===== config.mk =====
export PLATFORM = sky130hd
export DESIGN_NAME = hazard_ctrl
export DESIGN_NICKNAME = d
export VERILOG_FILES = /design/src/rtl/hazard_ctrl.sv
export SDC_FILE = /design/constraint.sdc
export NUM_CORES = 1
export LEC_CHECK = 0
export ABC_AREA = 1
export ABC_CLOCK_PERIOD_IN_PS = 1450
export CORE_MARGIN = 2
export CORE_UTILIZATION = 40
export CTS_CLUSTER_DIAMETER = 200
export CTS_CLUSTER_SIZE = 14
export DETAILED_ROUTE_END_ITERATION = 10
export HOLD_SLACK_MARGIN = 0.08
export PLACE_DENSITY = 0.8
export REMOVE_ABC_BUFFERS = 1
export SLEW_MARGIN = 15
export SYNTH_ARGS = -nofsm -noshare
export SYNTH_HDL_FRONTEND = slang
export SYNTH_SLANG_ARGS = --single-unit

===== constraint.sdc =====
create_clock -name clk -period 1.45 [get_ports clk]
set_input_delay 0.29 -clock clk [delete_from_list [all_inputs] [get_ports clk]]
set_output_delay 0.29 -clock clk [all_outputs]
set_load 0.01 [all_outputs]

===== src/rtl/hazard_ctrl.sv =====
// Hazard and sequencing controller for the five-stage core:
// forwarding, load-use and branch handling, and the data-memory wait FSM.
module hazard_ctrl #(
  parameter int unsigned MEM_TIMEOUT = 16
) (
  input  logic       clk,
  input  logic       rst_n,
  input  logic [4:0] rs1_d,
  input  logic [4:0] rs2_d,
  input  logic [4:0] rs1_e,
  input  logic [4:0] rs2_e,
  input  logic [4:0] rd_e,
  input  logic [1:0] result_src_e,
  input  logic       pc_src_e,
  input  logic [4:0] rd_m,
  input  logic       reg_w_m,
  input  logic [1:0] result_src_m,
  input  logic       mem_w_m,
  input  logic [4:0] rd_w,
  input  logic       reg_w_w,
  input  logic       dmem_ready,
  output logic [1:0] forward_a_e,
  output logic [1:0] forward_b_e,
  output logic       stall_f,
  output logic       stall_d,
  output logic       stall_e,
  output logic       stall_m,
  output logic       flush_d,
  output logic       flush_e,
  output logic       flush_w,
  output logic       dmem_req,
  output logic       mem_err
);

  typedef enum logic [1:0] {
    IDLE = 2'd0,
    WAIT = 2'd1,
    HALT = 2'd2
  } state_e;

  localparam logic [7:0] TMO_LAST = 8'(MEM_TIMEOUT - 1);

  state_e     state_q, state_d;
  logic [7:0] cnt_q, cnt_d;
  logic       err_q;

  logic halt;
  logic mem_acc;
  logic mem_stall;
  logic lw_stall;
  logic br_flush;
  logic lu_stall;

  function automatic logic [1:0] fwd(
    input logic [4:0] rs,
    input logic [4:0] rdm,
    input logic       wm,
    input logic [4:0] rdw,
    input logic       ww
  );
    if (wm && rdm != 5'd0 && rdm == rs) return 2'b10;
    if (ww && rdw != 5'd0 && rdw == rs) return 2'b01;
    return 2'b00;
  endfunction

  assign forward_a_e = fwd(rs1_e, rd_m, reg_w_m,
                           rd_w, reg_w_w);
  assign forward_b_e = fwd(rs2_e, rd_m, reg_w_m,
                           rd_w, reg_w_w);

  assign halt      = (state_q == HALT);
  assign mem_acc   = mem_w_m | (result_src_m == 2'b01);
  assign mem_stall = mem_acc & ~dmem_ready & ~halt;
  assign lw_stall  = (result_src_e == 2'b01)
                   & (rd_e != 5'd0)
                   & ((rd_e == rs1_d) | (rd_e == rs2_d))
                   & ~pc_src_e;

  // Mutually exclusive controls in priority order.
  assign br_flush = pc_src_e & ~halt & ~mem_stall;
  assign lu_stall = lw_stall & ~halt & ~mem_stall;

  assign dmem_req = mem_acc & ~halt;
  assign mem_err  = err_q;

  always_comb begin
    stall_f = 1'b0;
    stall_d = 1'b0;
    stall_e = 1'b0;
    stall_m = 1'b0;
    flush_d = 1'b0;
    flush_e = 1'b0;
    flush_w = 1'b0;
    unique case (1'b1)
      halt: begin
        stall_f = 1'b1;
        stall_d = 1'b1;
        stall_e = 1'b1;
        stall_m = 1'b1;
      end
      mem_stall: begin
        stall_f = 1'b1;
        stall_d = 1'b1;
        stall_e = 1'b1;
        stall_m = 1'b1;
        flush_w = 1'b1;
      end
      br_flush: begin
        flush_d = 1'b1;
        flush_e = 1'b1;
      end
      lu_stall: begin
        stall_f = 1'b1;
        stall_d = 1'b1;
        flush_e = 1'b1;
      end
      default: ;
    endcase
  end

  always_comb begin
    state_d = state_q;
    cnt_d   = cnt_q;
    unique case (state_q)
      IDLE: begin
        if (mem_acc && !dmem_ready) begin
          state_d = WAIT;
          cnt_d   = 8'd0;
        end
      end
      WAIT: begin
        if (dmem_ready) begin
          state_d = IDLE;
        end else if (cnt_q == TMO_LAST) begin
          state_d = HALT;
        end else begin
          cnt_d = cnt_q + 8'd1;
        end
      end
      HALT: state_d = HALT;
      default: state_d = IDLE;
    endcase
  end

  always_ff @(posedge clk or negedge rst_n) begin
    if (!rst_n) begin
      state_q <= IDLE;
      cnt_q   <= 8'd0;
      err_q   <= 1'b0;
    end else begin
      state_q <= state_d;
      cnt_q   <= cnt_d;
      err_q   <= (state_d == HALT);
    end
  end

endmodule


==> metrics.txt, run 1 <==
outcome=complete, but fails checks; failing checks=design-rule violations, negative setup slack; min Tclk post-route=1620 ps; 1st-pass router iterations=7; CTS tree=yes; most frequent cells in the layout=nand2_1, nor2_1, buf_4, inv_1, dlygate4sd2_1; clk sinks=11; Vias=1513; Post-Syn Instances=193; final setup TNS=-857 ps; Max Slew Vio Count=0; initial antenna violation count=0; max-cap violations=0; Total Routing Usage GR=21.3%; port buffer count=58; clk_skew=1.48 ps; PD cells=380 nW/um2; largest net degree at the start of global routing=12; I/O pins=59; core box area=2810 um2; drt total wl=3910 um; CP required=1160 ps; CP Max Fanout=3; RSZ-0062 raised after global routing=yes; Tightest Pin Transition=487 ps; Register Area=275 um2; crit start category=register; post-synth cell types=19; type of the worst min-delay path=in2async; Clock Path Buffers=2; Filler cells=222; latest clock arrival within the worst-skew pair=270 ps; DRC=2; yosys warns=0; #FFs+latches synth=11; final antenna-violating net count=0; Leak=1.16 nW; crit path capture type=output port; Num CTS Buffers=3; commonest non-fill, non-tap cell in the layout=nand2_1; CTS clock-pin slew for the worst setup and hold paths=70 ps; GR Overflow Total=0; peak supply drop=0.000445 V; first-pass GRT wire length=5750 um; routability cong.=0.870; Synth area leader=dfrtp_1; post-DP HPWL=2710 um; Total Die Area=3440 um2; Multi-input gate area=986 um2; share of layout cells above drive strength 1=36.5%; Layout area overhead=73.8%; post-route insts no fill=313; r2r setup slk=-10 ps; hold buffers post-CTS=0; vias in the first global route=1409; Worst slew margin=67.4%; routed len/inst=12.5 um; Final Setup Violations=8; Iteration-0 DRC Markers=47; Die W=58.7 um; post-synth top area share=23.0%; root buf cell=clkbuf_4; CP arrival=1330 ps; placed cell count=296; H-tree depth reported by CTS=1; final hold vios=0; synth top area cells=dfrtp_1, nand2_1, xnor2_1; vias per std cell=4.83; Setup CP Type=reg2out; fin nets=330; fin crit share=112%; final worst slack=-173 ps; Initial Utilization=42.6%; Die Y=58.7 um; ANT cells=0; part of the Yosys area used for sequential elements=23.0%; Post-Syn Area=1190 um2; maximum clock rate=0.616 GHz; row cnt=19; Syn Area/Cell=6.19 um2
==> report_power, final <==
part | leakage [nW] | internal, mW | total (mW) | switching (mW)
clock network | 0.0177 | 0.102 | 0.210 | 0.107
logic | 1.00 | 0.142 | 0.273 | 0.131
registers | 0.143 | 0.307 | 0.307 | 0
total | 1.16 | 0.551 | 0.789 | 0.238
==> cell type report <==
| cell class | count | area share (%) |
|---|---|---|
| multi-input cells | 156 | 47.5 |
| repair buffers | 85 | 31.3 |
| flip-flops and latches | 11 | 13.3 |
| inverters | 26 | 4.82 |
| well taps | 31 | 1.87 |
| clock buffers | 3 | 1.08 |
| clock inverters | 1 | 0.241 |
==> kinds of logic after synthesis <==
kind of cell             share of synthesized area, %
AND/OR/NAND/NOR                                  45.7
buffers and inverters                            9.42
XOR/XNOR                                         19.1
flip-flops                                       23.0
AO/OA/AOI/OAI                                    1.78
adder cells (fa/ha/maj)                          1.05
==> final timing paths <==
check / start / cells after the start / end
max in group asynchronous: rst_n / 1 / cnt_q[4]
max reg2reg: state_q[1] / 10 / cnt_q[2]
min reg2reg: cnt_q[7] / 2 / cnt_q[7]
min in group clk: cnt_q[7] / 2 / cnt_q[7]
min: rst_n / 1 / cnt_q[5]
max: state_q[1] / 8 / stall_d
==> synthesized netlist by cell type <==
| cell | number |
|---|---|
| buf_4 | 2 |
| dfrtp_1 | 11 |
| ha_1 | 1 |
| inv_1 | 26 |
| nand2_1 | 58 |
| nand2_2 | 2 |
| nand2_4 | 1 |
| nand3_1 | 22 |
| nand3_2 | 1 |
| nand3_4 | 1 |
| nand3b_1 | 1 |
| nand4_1 | 2 |
| nor2_1 | 32 |
| nor2_2 | 1 |
| nor3_1 | 4 |
| o21ai_0 | 1 |
| o21ai_4 | 1 |
| xnor2_1 | 17 |
| xor2_1 | 9 |
==> metal layers <==
layer  vias to the layer above  wire length (um)  GRT usage, %
li1                        781                 -             -
met5                         -                 0             0
met3                         4               164          3.96
met2                        39              2150          41.9
met1                       689              1570          24.1
met4                         0                27          2.92
==> sequential cells by signal, summed over array words and instances (netlist names) <==
name     flops
mem_err      1
state_q      2
cnt_q        8
==> through the flow <==
| stage | instance area, um2 | hold slack [ps] | power (mW) | util, % | setup WS, ps |
|---|---|---|---|---|---|
| 4_1_cts | 1990 | 348 | 0.794 | 70.9 | -141 |
| 3_3_place_gp | 1920 | 525 | 0.600 | 68.4 | -770 |
| 3_5_place_dp | 1920 | 543 | 0.605 | 68.4 | -823 |
| 2_1_floorplan | 1180 | -5.59 | 0.418 | - | 55.9 |
| 6_report | 2080 | 343 | 0.789 | 74.0 | -173 |
| 5_1_grt | 2080 | 385 | 0.834 | 74.0 | -255 |
==> repair_timing <==
item,in CTS,in global routing
setup endpoints to repair,18,23
cloned,0,2
gates resized for setup,140,52
pin swaps,33,38
buffers inserted,10,4
==> critical path: stages, from the launching register on <==
cell and delay [ps]:
dfrtp_1 390, inv_2 80, nor2_4 40, inv_2 80, nand2_4 60, nor2_2 110
nand2_1 90, nand2_1 80, buf_2 130
Power figures use the tool's default switching activity.
==> run 2, diff against run 1 <==
--- a/config.mk
+++ b/config.mk
@@ -6,7 +6,7 @@
 export NUM_CORES = 1
 export LEC_CHECK = 0
 export ABC_AREA = 1
-export ABC_CLOCK_PERIOD_IN_PS = 1450
+export ABC_CLOCK_PERIOD_IN_PS = 1700
 export CORE_MARGIN = 2
 export CORE_UTILIZATION = 40
 export CTS_CLUSTER_DIAMETER = 200
@@ -15,6 +15,7 @@
 export HOLD_SLACK_MARGIN = 0.08
 export PLACE_DENSITY = 0.8
 export REMOVE_ABC_BUFFERS = 1
+export SKIP_CTS_REPAIR_TIMING = 1
 export SLEW_MARGIN = 15
 export SYNTH_ARGS = -nofsm -noshare
 export SYNTH_HDL_FRONTEND = slang
==> constraint.sdc (replaced) <==
create_clock -name clk -period 1.7 [get_ports clk]
set_input_delay 0.34 -clock clk [delete_from_list [all_inputs] [get_ports clk]]
set_output_delay 0.34 -clock clk [all_outputs]
set_load 0.01 [all_outputs]
==> metrics.txt, run 2 (synthesis results as in run 1) <==
outcome=complete, but fails checks; failing checks=design-rule violations; Die W=58.7 um; worst r2r path cells=6; clock network power share=25.8%; type of the worst min-delay path=in2async; Layout area overhead=72.8%; ANT cells=0; initial antenna violation count=0; switching share of total power=27.9%; Leak=1.44 nW; CTS tree=yes; Most flops, register=cnt_q; Worst Setup EP=flush_w; row cnt=19; Place WS=-647 ps; Final Setup Violations=0; CP required=1360 ps; Iteration-0 DRC Markers=26; final hold vios=0; fin crit share=98.4%; final antenna-violating net count=0; max-cap violations=0; Setup CP Type=reg2out; Reg power frac=38.2%; peak supply drop=0.000319 V; DRC=2; r2r setup slk=220 ps; Vias=1408; root buf cell=clkbuf_4; Tightest Pin Transition=479 ps; CTS clock-pin slew for the worst setup and hold paths=70 ps; GR Overflow Total=0; worst reg2reg path startpoint=cnt_q[0]; routability cong.=0.844; Logic pwr share=36.0%; Total Routing Usage GR=19.1%; Net Switching=0.191 mW; CP arrival=1330 ps; maximum clock rate=0.598 GHz; share of layout cells above drive strength 1=15.5%; Total Die Area=3440 um2; crit path capture type=output port; most frequent cells in the layout=nand2_1, dlymetal6s2s_1, nor2_1, inv_1, nand3_1; first-pass GRT wire length=5160 um; Internal=0.494 mW; CP Max Fanout=2; port buffer count=58; routed len/inst=11.6 um; core box area=2810 um2; PD cells=332 nW/um2; largest net degree at the start of global routing=12; final setup TNS=0 ps; Die Y=58.7 um; drt total wl=3420 um; H-tree depth reported by CTS=1; Clock Path Buffers=2; clk_skew=2.72 ps; min Tclk post-route=1670 ps; Setup crit start=state_q[1]; latest clock arrival within the worst-skew pair=270 ps; fin nets=313; post-DP HPWL=2620 um; Initial Utilization=42.6%; clk sinks=11; commonest non-fill, non-tap cell in the layout=nand2_1; I/O pins=59; vias per std cell=4.76; Max Slew Vio Count=0; 1st-pass router iterations=7; crit start category=register; reg2reg end=cnt_q[1]; Num CTS Buffers=3; vias in the first global route=1304; final worst slack=27.9 ps; Worst slew margin=68.0%; max FFs per register=8
==> run 2: cell count changes in the layout (fill, tap and decap cells not counted), sizes merged <==
cell and change:
nand2 -1, dlygate4sd2 -20, clkdlybuf4s15 -3, dlymetal6s2s +46
clkbuf -5, o21ai -1, clkdlybuf4s50 +2, clkinv -1
buf -34
==> run 2: how the worst min path moves through the flow <==
stage / depth (start not counted) / end / slack, ps / from
finish: 1 / cnt_q[7] / 390 / rst_n
global route: 1 / cnt_q[3] / 430 / rst_n
CTS: 1 / cnt_q[3] / 410 / rst_n
detailed placement: 2 / cnt_q[1] / 530 / cnt_q[1]
global placement: 2 / cnt_q[7] / 520 / cnt_q[7]
floorplan: 0 / cnt_q[0] / 40 / rst_n
==> run 2: worst max-delay path, stage by stage, from the launching register on <==
cell            delay [ps]
dfrtp_1                380
inv_1                   90
nor2_2                  50
buf_4                  120
buf_4                  120
nor2_1                 110
dlymetal6s2s_1         180
==> run 2: area by class of cell <==
type / instances / area (um2)
clock buffers: 4 / 26.3
fillers: 221 / 741
inverters: 26 / 97.6
multi-input cells: 154 / 848
flip-flops and latches: 11 / 275
well taps: 31 / 38.8
repair buffers: 70 / 778
==> run 2: power groups by stage <==
| stage | clock (mW) | combinational [mW] | sequential [mW] |
|---|---|---|---|
| detailed placement | 0 | 0.249 | 0.267 |
| CTS | 0.183 | 0.250 | 0.261 |
| global placement | 0 | 0.246 | 0.267 |
| finish | 0.177 | 0.246 | 0.262 |
| floorplan | 0 | 0.0899 | 0.267 |
| global route | 0.195 | 0.270 | 0.261 |
==> run 2: through the flow <==
step | cells | power, mW | hold slack, ps | instance area [um2] | util, %
after floorplan | 191 | 0.357 | 44.4 | 1180 | -
after global placement | 291 | 0.512 | 523 | 1880 | 67.1
after detailed placement | 291 | 0.516 | 531 | 1880 | 67.1
after CTS | 295 | 0.695 | 409 | 1910 | 68.0
after global routing | 296 | 0.726 | 430 | 2060 | 73.6
final | 296 | 0.685 | 394 | 2060 | 73.6
==> run 2: per-layer routing <==
layer / wire, um / part of all wire [%] / up-vias / track usage, %
met4: 56 / 1.6 / 0 / 4.55
met3: 156 / 4.6 / 6 / 4.62
met5: 0 / 0 / - / 0
met1: 1400 / 41 / 631 / 22.0
met2: 1810 / 53 / 39 / 35.5
li1: - / - / 732 / -
